### src/rtl/stage_x_if.sv
// rtl/stage_x_if.sv - decode-to-execute bus and execute-stage result bus
interface stage_x_if;
    logic        d_valid;
    logic        d_illegal_instr;
    logic [31:0] d_pc;
    logic [31:0] d_npc;
    logic [5:0]  d_opcode;
    logic [5:0]  d_fn;
    logic [5:0]  d_rt;
    logic [4:0]  d_sa;
    logic [31:0] d_target;
    logic [5:0]  d_wbr;
    logic [31:0] d_op1_val;
    logic [31:0] d_op2_val;
    logic [31:0] d_rt_val;
    logic [31:0] d_simm;
    logic        d_flush_X;

    logic        x_valid;
    logic [31:0] x_pc;
    logic [5:0]  x_wbr;
    logic [31:0] x_res;
    logic [5:0]  x_opcode;
    logic [31:0] x_address;
    logic [31:0] x_store_data;
    logic        x_restart;
    logic [31:0] x_restart_pc;
    logic        x_flush_D;
    logic        x_md_busy;

    modport master (
        output d_valid, d_illegal_instr, d_pc, d_npc, d_opcode, d_fn, d_rt, d_sa,
               d_target, d_wbr, d_op1_val, d_op2_val, d_rt_val, d_simm, d_flush_X,
        input  x_valid, x_pc, x_wbr, x_res, x_opcode, x_address, x_store_data,
               x_restart, x_restart_pc, x_flush_D, x_md_busy
    );

    modport slave (
        input  d_valid, d_illegal_instr, d_pc, d_npc, d_opcode, d_fn, d_rt, d_sa,
               d_target, d_wbr, d_op1_val, d_op2_val, d_rt_val, d_simm, d_flush_X,
        output x_valid, x_pc, x_wbr, x_res, x_opcode, x_address, x_store_data,
               x_restart, x_restart_pc, x_flush_D, x_md_busy
    );
endinterface

### src/rtl/stage_x.sv
// rtl/stage_x.sv - execute stage: ALU, branch resolution, iterative HI/LO multiply/divide
module stage_x #(
    parameter int MD_CYCLES = 32,
    parameter bit debug     = 1'b0
) (
    input  logic     clock,
    input  logic     rst_n,
    stage_x_if.slave xif
);
    localparam int CW = $clog2(MD_CYCLES + 1);

    localparam logic [5:0] OP_SPECIAL = 6'h00, OP_REGIMM = 6'h01, OP_J     = 6'h02,
                           OP_JAL     = 6'h03, OP_BEQ    = 6'h04, OP_BNE   = 6'h05,
                           OP_BLEZ    = 6'h06, OP_BGTZ   = 6'h07, OP_ADDI  = 6'h08,
                           OP_ADDIU   = 6'h09, OP_SLTI   = 6'h0A, OP_SLTIU = 6'h0B,
                           OP_ANDI    = 6'h0C, OP_ORI    = 6'h0D, OP_XORI  = 6'h0E,
                           OP_LUI     = 6'h0F;

    localparam logic [5:0] FN_SLL  = 6'h00, FN_SRL  = 6'h02, FN_SRA  = 6'h03,
                           FN_SLLV = 6'h04, FN_SRLV = 6'h06, FN_SRAV = 6'h07,
                           FN_JR   = 6'h08, FN_JALR = 6'h09, FN_MFHI = 6'h10,
                           FN_MTHI = 6'h11, FN_MFLO = 6'h12, FN_MTLO = 6'h13,
                           FN_MULT = 6'h18, FN_MULTU = 6'h19, FN_DIV = 6'h1A,
                           FN_DIVU = 6'h1B, FN_ADD  = 6'h20, FN_ADDU = 6'h21,
                           FN_SUB  = 6'h22, FN_SUBU = 6'h23, FN_AND  = 6'h24,
                           FN_OR   = 6'h25, FN_XOR  = 6'h26, FN_NOR  = 6'h27,
                           FN_SLT  = 6'h2A, FN_SLTU = 6'h2B;

    logic [31:0] op1, op2, rtv, simm;
    assign op1  = xif.d_op1_val;
    assign op2  = xif.d_op2_val;
    assign rtv  = xif.d_rt_val;
    assign simm = xif.d_simm;

    // Registered outputs
    logic        x_valid_r, x_restart_r, x_flush_d_r, kill_next;
    logic [5:0]  x_wbr_r, x_opcode_r;
    logic [31:0] x_pc_r, x_res_r, x_address_r, x_store_data_r, x_restart_pc_r;

    // HI/LO unit state
    logic [31:0] hi, lo, md_a;
    logic [63:0] md_p, md_step;
    logic [CW-1:0] md_cnt;
    logic        md_is_div, md_neg_lo, md_neg_hi, md_div_zero;
    logic        md_busy;
    assign md_busy = (md_cnt != '0);

    // Decode results
    logic [31:0] alu_res, br_target;
    logic        taken, link, use_op1_target;
    logic        md_start, md_signed, md_div, mf_hi, mf_lo, mt_hi, mt_lo, md_access;
    logic        live, legal, conflict, br_restart;
    logic        do_start, do_mthi, do_mtlo;

    // Decode the instruction in D: ALU result, branch outcome and HI/LO unit requests
    always_comb begin
        alu_res        = op1 + op2;
        taken          = 1'b0;
        link           = 1'b0;
        use_op1_target = 1'b0;
        md_start       = 1'b0;
        md_signed      = 1'b0;
        md_div         = 1'b0;
        mf_hi          = 1'b0;
        mf_lo          = 1'b0;
        mt_hi          = 1'b0;
        mt_lo          = 1'b0;
        case (xif.d_opcode)
            OP_SPECIAL: begin
                case (xif.d_fn)
                    FN_SLL:  alu_res = rtv << xif.d_sa;
                    FN_SRL:  alu_res = rtv >> xif.d_sa;
                    FN_SRA:  alu_res = $unsigned($signed(rtv) >>> xif.d_sa);
                    FN_SLLV: alu_res = rtv << op1[4:0];
                    FN_SRLV: alu_res = rtv >> op1[4:0];
                    FN_SRAV: alu_res = $unsigned($signed(rtv) >>> op1[4:0]);
                    FN_JR:   begin taken = 1'b1; use_op1_target = 1'b1; end
                    FN_JALR: begin taken = 1'b1; use_op1_target = 1'b1; link = 1'b1; end
                    FN_MFHI: mf_hi = 1'b1;
                    FN_MFLO: mf_lo = 1'b1;
                    FN_MTHI: mt_hi = 1'b1;
                    FN_MTLO: mt_lo = 1'b1;
                    FN_MULT: begin md_start = 1'b1; md_signed = 1'b1; end
                    FN_MULTU: md_start = 1'b1;
                    FN_DIV:  begin md_start = 1'b1; md_signed = 1'b1; md_div = 1'b1; end
                    FN_DIVU: begin md_start = 1'b1; md_div = 1'b1; end
                    FN_ADD, FN_ADDU: alu_res = op1 + op2;
                    FN_SUB, FN_SUBU: alu_res = op1 - op2;
                    FN_AND:  alu_res = op1 & op2;
                    FN_OR:   alu_res = op1 | op2;
                    FN_XOR:  alu_res = op1 ^ op2;
                    FN_NOR:  alu_res = ~(op1 | op2);
                    FN_SLT:  alu_res = {31'd0, $signed(op1) < $signed(op2)};
                    FN_SLTU: alu_res = {31'd0, op1 < op2};
                    default: alu_res = op1 + op2;
                endcase
            end
            OP_REGIMM: begin
                // rt[0] selects BGEZ over BLTZ, rt[4] selects the linking form
                taken = xif.d_rt[0] ? ~op1[31] : op1[31];
                link  = xif.d_rt[4];
            end
            OP_J:     taken = 1'b1;
            OP_JAL:   begin taken = 1'b1; link = 1'b1; end
            OP_BEQ:   taken = (op1 == rtv);
            OP_BNE:   taken = (op1 != rtv);
            OP_BLEZ:  taken = op1[31] | (op1 == 32'd0);
            OP_BGTZ:  taken = ~op1[31] & (op1 != 32'd0);
            OP_ADDI, OP_ADDIU: alu_res = op1 + op2;
            OP_SLTI:  alu_res = {31'd0, $signed(op1) < $signed(op2)};
            OP_SLTIU: alu_res = {31'd0, op1 < op2};
            OP_ANDI:  alu_res = op1 & {16'd0, simm[15:0]};
            OP_ORI:   alu_res = op1 | {16'd0, simm[15:0]};
            OP_XORI:  alu_res = op1 ^ {16'd0, simm[15:0]};
            OP_LUI:   alu_res = {simm[15:0], 16'd0};
            default:  alu_res = op1 + op2;
        endcase
        if (link) begin
            alu_res = xif.d_npc + 32'd4;
        end else if (mf_hi) begin
            alu_res = hi;
        end else if (mf_lo) begin
            alu_res = lo;
        end
    end

    assign md_access  = md_start | mf_hi | mf_lo | mt_hi | mt_lo;
    assign br_target  = use_op1_target ? op1 : xif.d_target;
    assign live       = xif.d_valid & ~xif.d_flush_X & ~kill_next;
    assign legal      = ~xif.d_illegal_instr;
    assign conflict   = live & legal & md_access & md_busy;
    assign br_restart = live & legal & taken;
    assign do_start   = live & legal & md_start & ~md_busy;
    assign do_mthi    = live & legal & mt_hi & ~md_busy;
    assign do_mtlo    = live & legal & mt_lo & ~md_busy;

    // Register the X-stage result; a busy conflict restarts the instruction and kills its successor
    always_ff @(posedge clock or negedge rst_n) begin
        if (!rst_n) begin
            x_valid_r      <= 1'b0;
            x_pc_r         <= '0;
            x_wbr_r        <= '0;
            x_res_r        <= '0;
            x_opcode_r     <= '0;
            x_address_r    <= '0;
            x_store_data_r <= '0;
            x_restart_r    <= 1'b0;
            x_restart_pc_r <= '0;
            x_flush_d_r    <= 1'b0;
            kill_next      <= 1'b0;
        end else begin
            x_valid_r      <= live & ~conflict;
            x_pc_r         <= xif.d_pc;
            x_wbr_r        <= (live & legal & ~conflict) ? xif.d_wbr : 6'd0;
            x_res_r        <= alu_res;
            x_opcode_r     <= xif.d_opcode;
            x_address_r    <= op1 + simm;
            x_store_data_r <= rtv;
            x_restart_r    <= conflict | br_restart;
            x_restart_pc_r <= conflict ? xif.d_pc : br_target;
            x_flush_d_r    <= conflict;
            kill_next      <= conflict;
        end
    end

    // One iteration of the multiply (shift-add) or divide (restoring) datapath
    logic [32:0] md_sum, md_trial, md_diff;
    logic        md_ge;
    always_comb begin
        md_sum   = {1'b0, md_p[63:32]} + (md_p[0] ? {1'b0, md_a} : 33'd0);
        md_trial = md_p[63:31];
        md_ge    = (md_trial >= {1'b0, md_a});
        md_diff  = md_trial - {1'b0, md_a};
        if (md_is_div) begin
            md_step = {(md_ge ? md_diff[31:0] : md_trial[31:0]), md_p[30:0], md_ge};
        end else begin
            md_step = {md_sum, md_p[31:1]};
        end
    end

    // Sign fix-up applied to the final iteration before HI/LO are written
    logic [63:0] md_prod;
    logic [31:0] md_fin_hi, md_fin_lo;
    always_comb begin
        md_prod   = md_neg_lo ? (64'd0 - md_step) : md_step;
        md_fin_hi = md_prod[63:32];
        md_fin_lo = md_prod[31:0];
        if (md_is_div) begin
            md_fin_lo = md_neg_lo ? (32'd0 - md_step[31:0]) : md_step[31:0];
            md_fin_hi = md_neg_hi ? (32'd0 - md_step[63:32]) : md_step[63:32];
            if (md_div_zero) begin
                md_fin_lo = 32'hFFFF_FFFF;
            end
        end
    end

    // HI/LO unit: start on an idle MULT/DIV, iterate, write HI/LO on the last count; MTxx when idle
    always_ff @(posedge clock or negedge rst_n) begin
        if (!rst_n) begin
            hi          <= '0;
            lo          <= '0;
            md_a        <= '0;
            md_p        <= '0;
            md_cnt      <= '0;
            md_is_div   <= 1'b0;
            md_neg_lo   <= 1'b0;
            md_neg_hi   <= 1'b0;
            md_div_zero <= 1'b0;
        end else if (md_busy) begin
            md_p   <= md_step;
            md_cnt <= md_cnt - CW'(1);
            if (md_cnt == CW'(1)) begin
                hi <= md_fin_hi;
                lo <= md_fin_lo;
            end
        end else if (do_start) begin
            // Iterate on magnitudes; md_a is the multiplicand or the divisor
            md_a        <= (md_signed & (md_div ? op2[31] : op1[31])) ?
                           (32'd0 - (md_div ? op2 : op1)) : (md_div ? op2 : op1);
            md_p        <= {32'd0, ((md_signed & (md_div ? op1[31] : op2[31])) ?
                           (32'd0 - (md_div ? op1 : op2)) : (md_div ? op1 : op2))};
            md_cnt      <= CW'(MD_CYCLES);
            md_is_div   <= md_div;
            md_neg_lo   <= md_signed & (op1[31] ^ op2[31]);
            md_neg_hi   <= md_signed & op1[31];
            md_div_zero <= md_div & (op2 == 32'd0);
        end else if (do_mthi) begin
            hi <= op1;
        end else if (do_mtlo) begin
            lo <= op1;
        end
    end

    logic unused_ok;
    assign unused_ok = &{1'b0, xif.d_rt[5], xif.d_rt[3:1], md_diff[32], debug};

    assign xif.x_valid      = x_valid_r;
    assign xif.x_pc         = x_pc_r;
    assign xif.x_wbr        = x_wbr_r;
    assign xif.x_res        = x_res_r;
    assign xif.x_opcode     = x_opcode_r;
    assign xif.x_address    = x_address_r;
    assign xif.x_store_data = x_store_data_r;
    assign xif.x_restart    = x_restart_r;
    assign xif.x_restart_pc = x_restart_pc_r;
    assign xif.x_flush_D    = x_flush_d_r;
    assign xif.x_md_busy    = md_busy;
endmodule

### src/flat_wrapper.sv
// flat-port wrapper written by rule: the top's interface ports become plain ports
module stage_x_flat 
#(
    parameter int MD_CYCLES = 32,
    parameter bit debug     = 1'b0
)
  (clock, rst_n, xif_d_valid, xif_d_illegal_instr, xif_d_pc, xif_d_npc, xif_d_opcode, xif_d_fn, xif_d_rt, xif_d_sa, xif_d_target, xif_d_wbr, xif_d_op1_val, xif_d_op2_val, xif_d_rt_val, xif_d_simm, xif_d_flush_X, xif_x_valid, xif_x_pc, xif_x_wbr, xif_x_res, xif_x_opcode, xif_x_address, xif_x_store_data, xif_x_restart, xif_x_restart_pc, xif_x_flush_D, xif_x_md_busy);
  stage_x_if xif_i ();
  input  logic clock;
  input  logic rst_n;
  input wire logic [$bits(xif_i.d_valid)-1:0] xif_d_valid;
  input wire logic [$bits(xif_i.d_illegal_instr)-1:0] xif_d_illegal_instr;
  input wire logic [$bits(xif_i.d_pc)-1:0] xif_d_pc;
  input wire logic [$bits(xif_i.d_npc)-1:0] xif_d_npc;
  input wire logic [$bits(xif_i.d_opcode)-1:0] xif_d_opcode;
  input wire logic [$bits(xif_i.d_fn)-1:0] xif_d_fn;
  input wire logic [$bits(xif_i.d_rt)-1:0] xif_d_rt;
  input wire logic [$bits(xif_i.d_sa)-1:0] xif_d_sa;
  input wire logic [$bits(xif_i.d_target)-1:0] xif_d_target;
  input wire logic [$bits(xif_i.d_wbr)-1:0] xif_d_wbr;
  input wire logic [$bits(xif_i.d_op1_val)-1:0] xif_d_op1_val;
  input wire logic [$bits(xif_i.d_op2_val)-1:0] xif_d_op2_val;
  input wire logic [$bits(xif_i.d_rt_val)-1:0] xif_d_rt_val;
  input wire logic [$bits(xif_i.d_simm)-1:0] xif_d_simm;
  input wire logic [$bits(xif_i.d_flush_X)-1:0] xif_d_flush_X;
  output wire logic [$bits(xif_i.x_valid)-1:0] xif_x_valid;
  output wire logic [$bits(xif_i.x_pc)-1:0] xif_x_pc;
  output wire logic [$bits(xif_i.x_wbr)-1:0] xif_x_wbr;
  output wire logic [$bits(xif_i.x_res)-1:0] xif_x_res;
  output wire logic [$bits(xif_i.x_opcode)-1:0] xif_x_opcode;
  output wire logic [$bits(xif_i.x_address)-1:0] xif_x_address;
  output wire logic [$bits(xif_i.x_store_data)-1:0] xif_x_store_data;
  output wire logic [$bits(xif_i.x_restart)-1:0] xif_x_restart;
  output wire logic [$bits(xif_i.x_restart_pc)-1:0] xif_x_restart_pc;
  output wire logic [$bits(xif_i.x_flush_D)-1:0] xif_x_flush_D;
  output wire logic [$bits(xif_i.x_md_busy)-1:0] xif_x_md_busy;
  assign xif_i.d_valid = xif_d_valid;
  assign xif_i.d_illegal_instr = xif_d_illegal_instr;
  assign xif_i.d_pc = xif_d_pc;
  assign xif_i.d_npc = xif_d_npc;
  assign xif_i.d_opcode = xif_d_opcode;
  assign xif_i.d_fn = xif_d_fn;
  assign xif_i.d_rt = xif_d_rt;
  assign xif_i.d_sa = xif_d_sa;
  assign xif_i.d_target = xif_d_target;
  assign xif_i.d_wbr = xif_d_wbr;
  assign xif_i.d_op1_val = xif_d_op1_val;
  assign xif_i.d_op2_val = xif_d_op2_val;
  assign xif_i.d_rt_val = xif_d_rt_val;
  assign xif_i.d_simm = xif_d_simm;
  assign xif_i.d_flush_X = xif_d_flush_X;
  assign xif_x_valid = xif_i.x_valid;
  assign xif_x_pc = xif_i.x_pc;
  assign xif_x_wbr = xif_i.x_wbr;
  assign xif_x_res = xif_i.x_res;
  assign xif_x_opcode = xif_i.x_opcode;
  assign xif_x_address = xif_i.x_address;
  assign xif_x_store_data = xif_i.x_store_data;
  assign xif_x_restart = xif_i.x_restart;
  assign xif_x_restart_pc = xif_i.x_restart_pc;
  assign xif_x_flush_D = xif_i.x_flush_D;
  assign xif_x_md_busy = xif_i.x_md_busy;
  stage_x #(.MD_CYCLES(MD_CYCLES), .debug(debug)) u_core (.clock(clock), .rst_n(rst_n), .xif(xif_i));
endmodule
### config.mk
export PLATFORM = sky130hd
export DESIGN_NAME = stage_x_flat
export DESIGN_NICKNAME = d
export VERILOG_FILES = /design/src/rtl/stage_x_if.sv /design/src/rtl/stage_x.sv /design/src/flat_wrapper.sv
export SDC_FILE = /design/constraint.sdc
export NUM_CORES = 2
export LEC_CHECK = 0
export CORE_MARGIN = 4
export CORE_UTILIZATION = 40
export CTS_BUF_LIST = sky130_fd_sc_hd__clkbuf_16
export DETAILED_ROUTE_END_ITERATION = 6
export DONT_BUFFER_PORTS = 1
export PLACE_DENSITY_LB_ADDON = 0.2
export REMOVE_ABC_BUFFERS = 1
export SLEW_MARGIN = 20
export SYNTH_ARGS = -nofsm -noshare
export SYNTH_HDL_FRONTEND = slang
export SYNTH_SLANG_ARGS = --single-unit
### constraint.sdc
create_clock -name clock -period 11.82 [get_ports clock]
set_input_delay 2.364 -clock clock [delete_from_list [all_inputs] [get_ports clock]]
set_output_delay 2.364 -clock clock [all_outputs]
set_load 0.05 [all_outputs]
==> results.py <==
metrics = {
    "clock_network": {
        "clk_latency_ns": 0.60,
        "cts_sinks": 345,
        "cts_hold_buffers": 0,
        "cts_resized": 0,
        "clock-root-buffer": "clkbuf_16",
        "max-clock-path-buffers": 3,
        "cts_buffers": 41,
        "postCtsSetupBuffers": 0,
        "cts_tree": "done",
        "clk_pin_slew_ns": 0.06,
        "ctsHtreeMaxLevel": 2,
    },
    "placed_design": {
        "dp.cells": 5547,
        "routabilityCongestion": 1.02,
        "io_buffers": 0,
        "place_hpwl_um": 130000,
        "place_area_um2": 37100,
    },
    "sta": {
        "finalCritPeriodShare_pct": 59.7,
        "rsz0062_at_grt": "no",
        "setup_tns_ns": 0,
        "tightest_slew_ns": 1.94,
        "drv_slew": 142,
        "max_slew_margin_pct": -29.0,
        "fin_crit_ns": 7.06,
        "max_freq_ghz": 0.142,
        "finalSetupViolations": 0,
        "fin_skew_ns": 0.0176,
        "hold_viol_final": 0,
    },
    "global_route": {
        "grt_overflow_total": 0,
        "antenna_found_initial": 12,
        "busiest_layer": "met2",
        "grt_first_pass_wirelength_um": 245000,
        "grtUsageMet3_pct": 6.56,
        "grt_max_degree": 346,
        "grt_util_met1_pct": 42.7,
        "gr-usage-met2_pct": 56.2,
        "grt_pass1_vias": 35100,
        "grt.total_usage_pct": 34.6,
    },
    "logic_synthesis": {
        "yosys_warnings": 0,
        "synthTopCellsByArea": "dfrtp_1 (24%), ha_1 (7.4%), mux2i_1 (6.4%)",
        "ys_ff_latch": 345,
        "yosysMostFrequentCell": "nand2_1",
        "yosysSeqAreaShare_pct": 23.8,
        "ys_top_cells_by_count": "nand2_1 (562), a21oi_1 (363), dfrtp_1 (345)",
        "synth_top_area_share_pct": 23.8,
        "synth_area_leader_cell": "dfrtp_1",
        "synthArstFlopShare_pct": 100,
        "synth_edf_count": 0,
        "syn_area_per_cell_um2": 7.81,
        "syn_inst": 4647,
        "synthFlopType": "dfrtp_1",
        "syn_area_um2": 36300,
        "synth_cell_types": 100,
    },
    "power_and_ir_drop": {
        "swShare_pct": 47.1,
        "p_int_mw": 3.34,
        "p_leak_nw": 15.9,
        "power_mw": 6.31,
        "p_switching_mw": 2.97,
        "p_seq_share_pct": 31.0,
        "power.density_nw_per_um2": 164,
        "combPwrFrac_pct": 47.9,
        "clkPwrFrac_pct": 21.0,
        "vdd_ir_drop_max_v": 0.000140,
    },
    "critical_path": {
        "critical_path.max_stage_delay_ns": 0.81,
        "crit_fanout": 12,
        "cpMaxStageDelayCell": "nor3_1",
        "path_class": "flip-flop to flip-flop",
        "r2r-start": "u_core.md_a[11]",
        "start_kind": "flip-flop",
        "end_kind": "flip-flop",
        "cp.arrival_ns": 7.50,
        "crit_start": "u_core.md_a[11]",
        "crit_required_ns": 12.27,
        "critical_path.cell_chain": "inv_1 -> ha_1 -> nand4_1 -> nor2_1 -> nand4_1 -> a21oi_2 -> a2111o_2 -> o31ai_4 -> a21boi_0 -> ha_1 -> o21a_1 -> nand4_1 -> or2_2 -> nor2_1 -> nand3_1 -> nor3_1 -> nor2_1 -> nor4b_2 -> a31oi_1 -> xor2_1 -> o22ai_1",
    },
    "final_layout": {
        "area_growth_pct": 6.13,
        "finalCoreUtilization_pct": 42.8,
        "nets": 4891,
        "layout.cells.non_filler": 5625,
        "fin_area_um2": 38500,
        "drive_gt1_share_pct": 6.89,
    },
    "drt": {
        "wire_per_inst_um": 30.5,
        "ant_nets": 0,
        "drtPass1Iterations": 6,
        "num_vias": 36400,
        "routed_via_density": 6.48,
        "post-route-drc-count": 0,
        "drt_iter0_drc": 3887,
        "routed_wl_um": 172000,
    },
    "run_status": {
        "violations": "slew limit",
        "status": "complete, but fails checks",
    },
    "run": {
        "maxCapViolCount": 0,
    },
    "floorplan": {
        "fp.dieW_um": 309,
        "ios": 434,
        "dieArea_um2": 95600,
        "start_util_pct": 40.3,
        "std_cell_rows": 110,
        "die_h_um": 309,
        "core_area_um2": 90000,
    },
    "min_path": {
        "hold_path_class": "flip-flop to flip-flop",
        "min_from": "u_core.hi[11]",
    },
}
metrics by stage:
step	hold slack, ns	setup WS, ns
finish	0.480	4.76
detailed placement	0.467	4.50
global placement	0.461	4.35
CTS	0.481	4.96
global route	0.497	4.72
floorplan	0.445	0.165
layer usage:
layer	up-vias	share of wire [%]	routed length, µm
met5	-	0.043	74
met4	7	7.2	12400
met3	439	8.2	14100
met2	1782	46	78800
met1	17800	39	66100
li1	16400	-	-
placed cells by master, fill, tap and decap left out, types with 60 or more instances in the layout:
cell type and count:
inv_1 191, ha_1 214, o22ai_1 69, mux4_2 65, a21oi_1 360, mux2i_1 222, a211oi_1 80, buf_4 75
and2_1 60, xor2_1 132, dfrtp_1 343, nand3_1 159, a31oi_1 101, nor3_1 95, and3_1 63, nand2_1 560
nor2_1 330, xnor2_1 199, o21ai_0 331
logic make-up (layout without fill, tap and decap cells):
logic type | count (synthesis) | count (layout) | share of synthesized area (%)
buffers and inverters | 539 | 335 | 5.77
multiplexers | 319 | 319 | 11.1
AND/OR/NAND/NOR | 1492 | 1492 | 18.9
flip-flops | 345 | 345 | 23.8
adder cells (fa/ha/maj) | 219 | 219 | 7.65
other | 0 | 6 | 0
XOR/XNOR | 331 | 331 | 7.99
AO/OA/AOI/OAI | 1402 | 1402 | 24.7
power by group through the flow:
stage               combinational (mW)  sequential (mW)  clock, mW
floorplan                         2.12             1.88          0
global placement                  2.95             1.97          0
detailed placement                2.96             1.97          0
CTS                               2.98             1.95       1.35
global route                      3.28             1.99       1.40
finish                            3.02             1.96       1.33
layout make-up:
| type | count | area [µm²] |
|---|---|---|
| fill | 9302 | 51500 |
| multi-input combinational | 3763 | 25800 |
| sequential | 345 | 8640 |
| tap | 1176 | 1470 |
| clock buffer | 42 | 1050 |
| inverter | 188 | 711 |
| timing repair buffer | 75 | 563 |
| clock inverter | 30 | 309 |
| antenna | 6 | 15.0 |
sequential cells by signal, indices dropped and copies added, names as in the netlist, 6 cells and up:
| signal | count |
|---|---|
| u_core.hi | 32 |
| u_core.md_cnt | 6 |
| u_core.xif.x_pc | 32 |
| u_core.xif.x_wbr | 6 |
| u_core.xif.x_store_data | 32 |
| u_core.xif.x_restart_pc | 32 |
| u_core.md_p | 64 |
| u_core.md_a | 32 |
| u_core.xif.x_opcode | 6 |
| u_core.lo | 32 |
| u_core.xif.x_res | 32 |
| u_core.xif.x_address | 32 |
final timing paths:
path,end,slack [ns],depth (start not counted)
min in group asynchronous,u_core.xif.x_store_data[17],1.47,0
worst min-delay path,u_core.hi[11],0.48,2
worst min register to register,u_core.hi[11],0.48,2
worst max-delay path,u_core.hi[28],4.76,21
worst max register to register,u_core.hi[28],4.76,21
max in group asynchronous,u_core.md_is_div,8.70,0
worst max-delay path: cells and delay by family (launching register included):
| family | cells | cell delay [ns] |
|---|---|---|
| AO/OA/AOI/OAI | 7 | 2.28 |
| XOR/XNOR | 1 | 0.18 |
| AND/OR/NAND/NOR | 10 | 3.19 |
| adder cells (fa/ha/maj) | 2 | 0.71 |
| flip-flops | 1 | 0.45 |
| buffers and inverters | 1 | 0.07 |
Power figures use the tool's default switching activity.
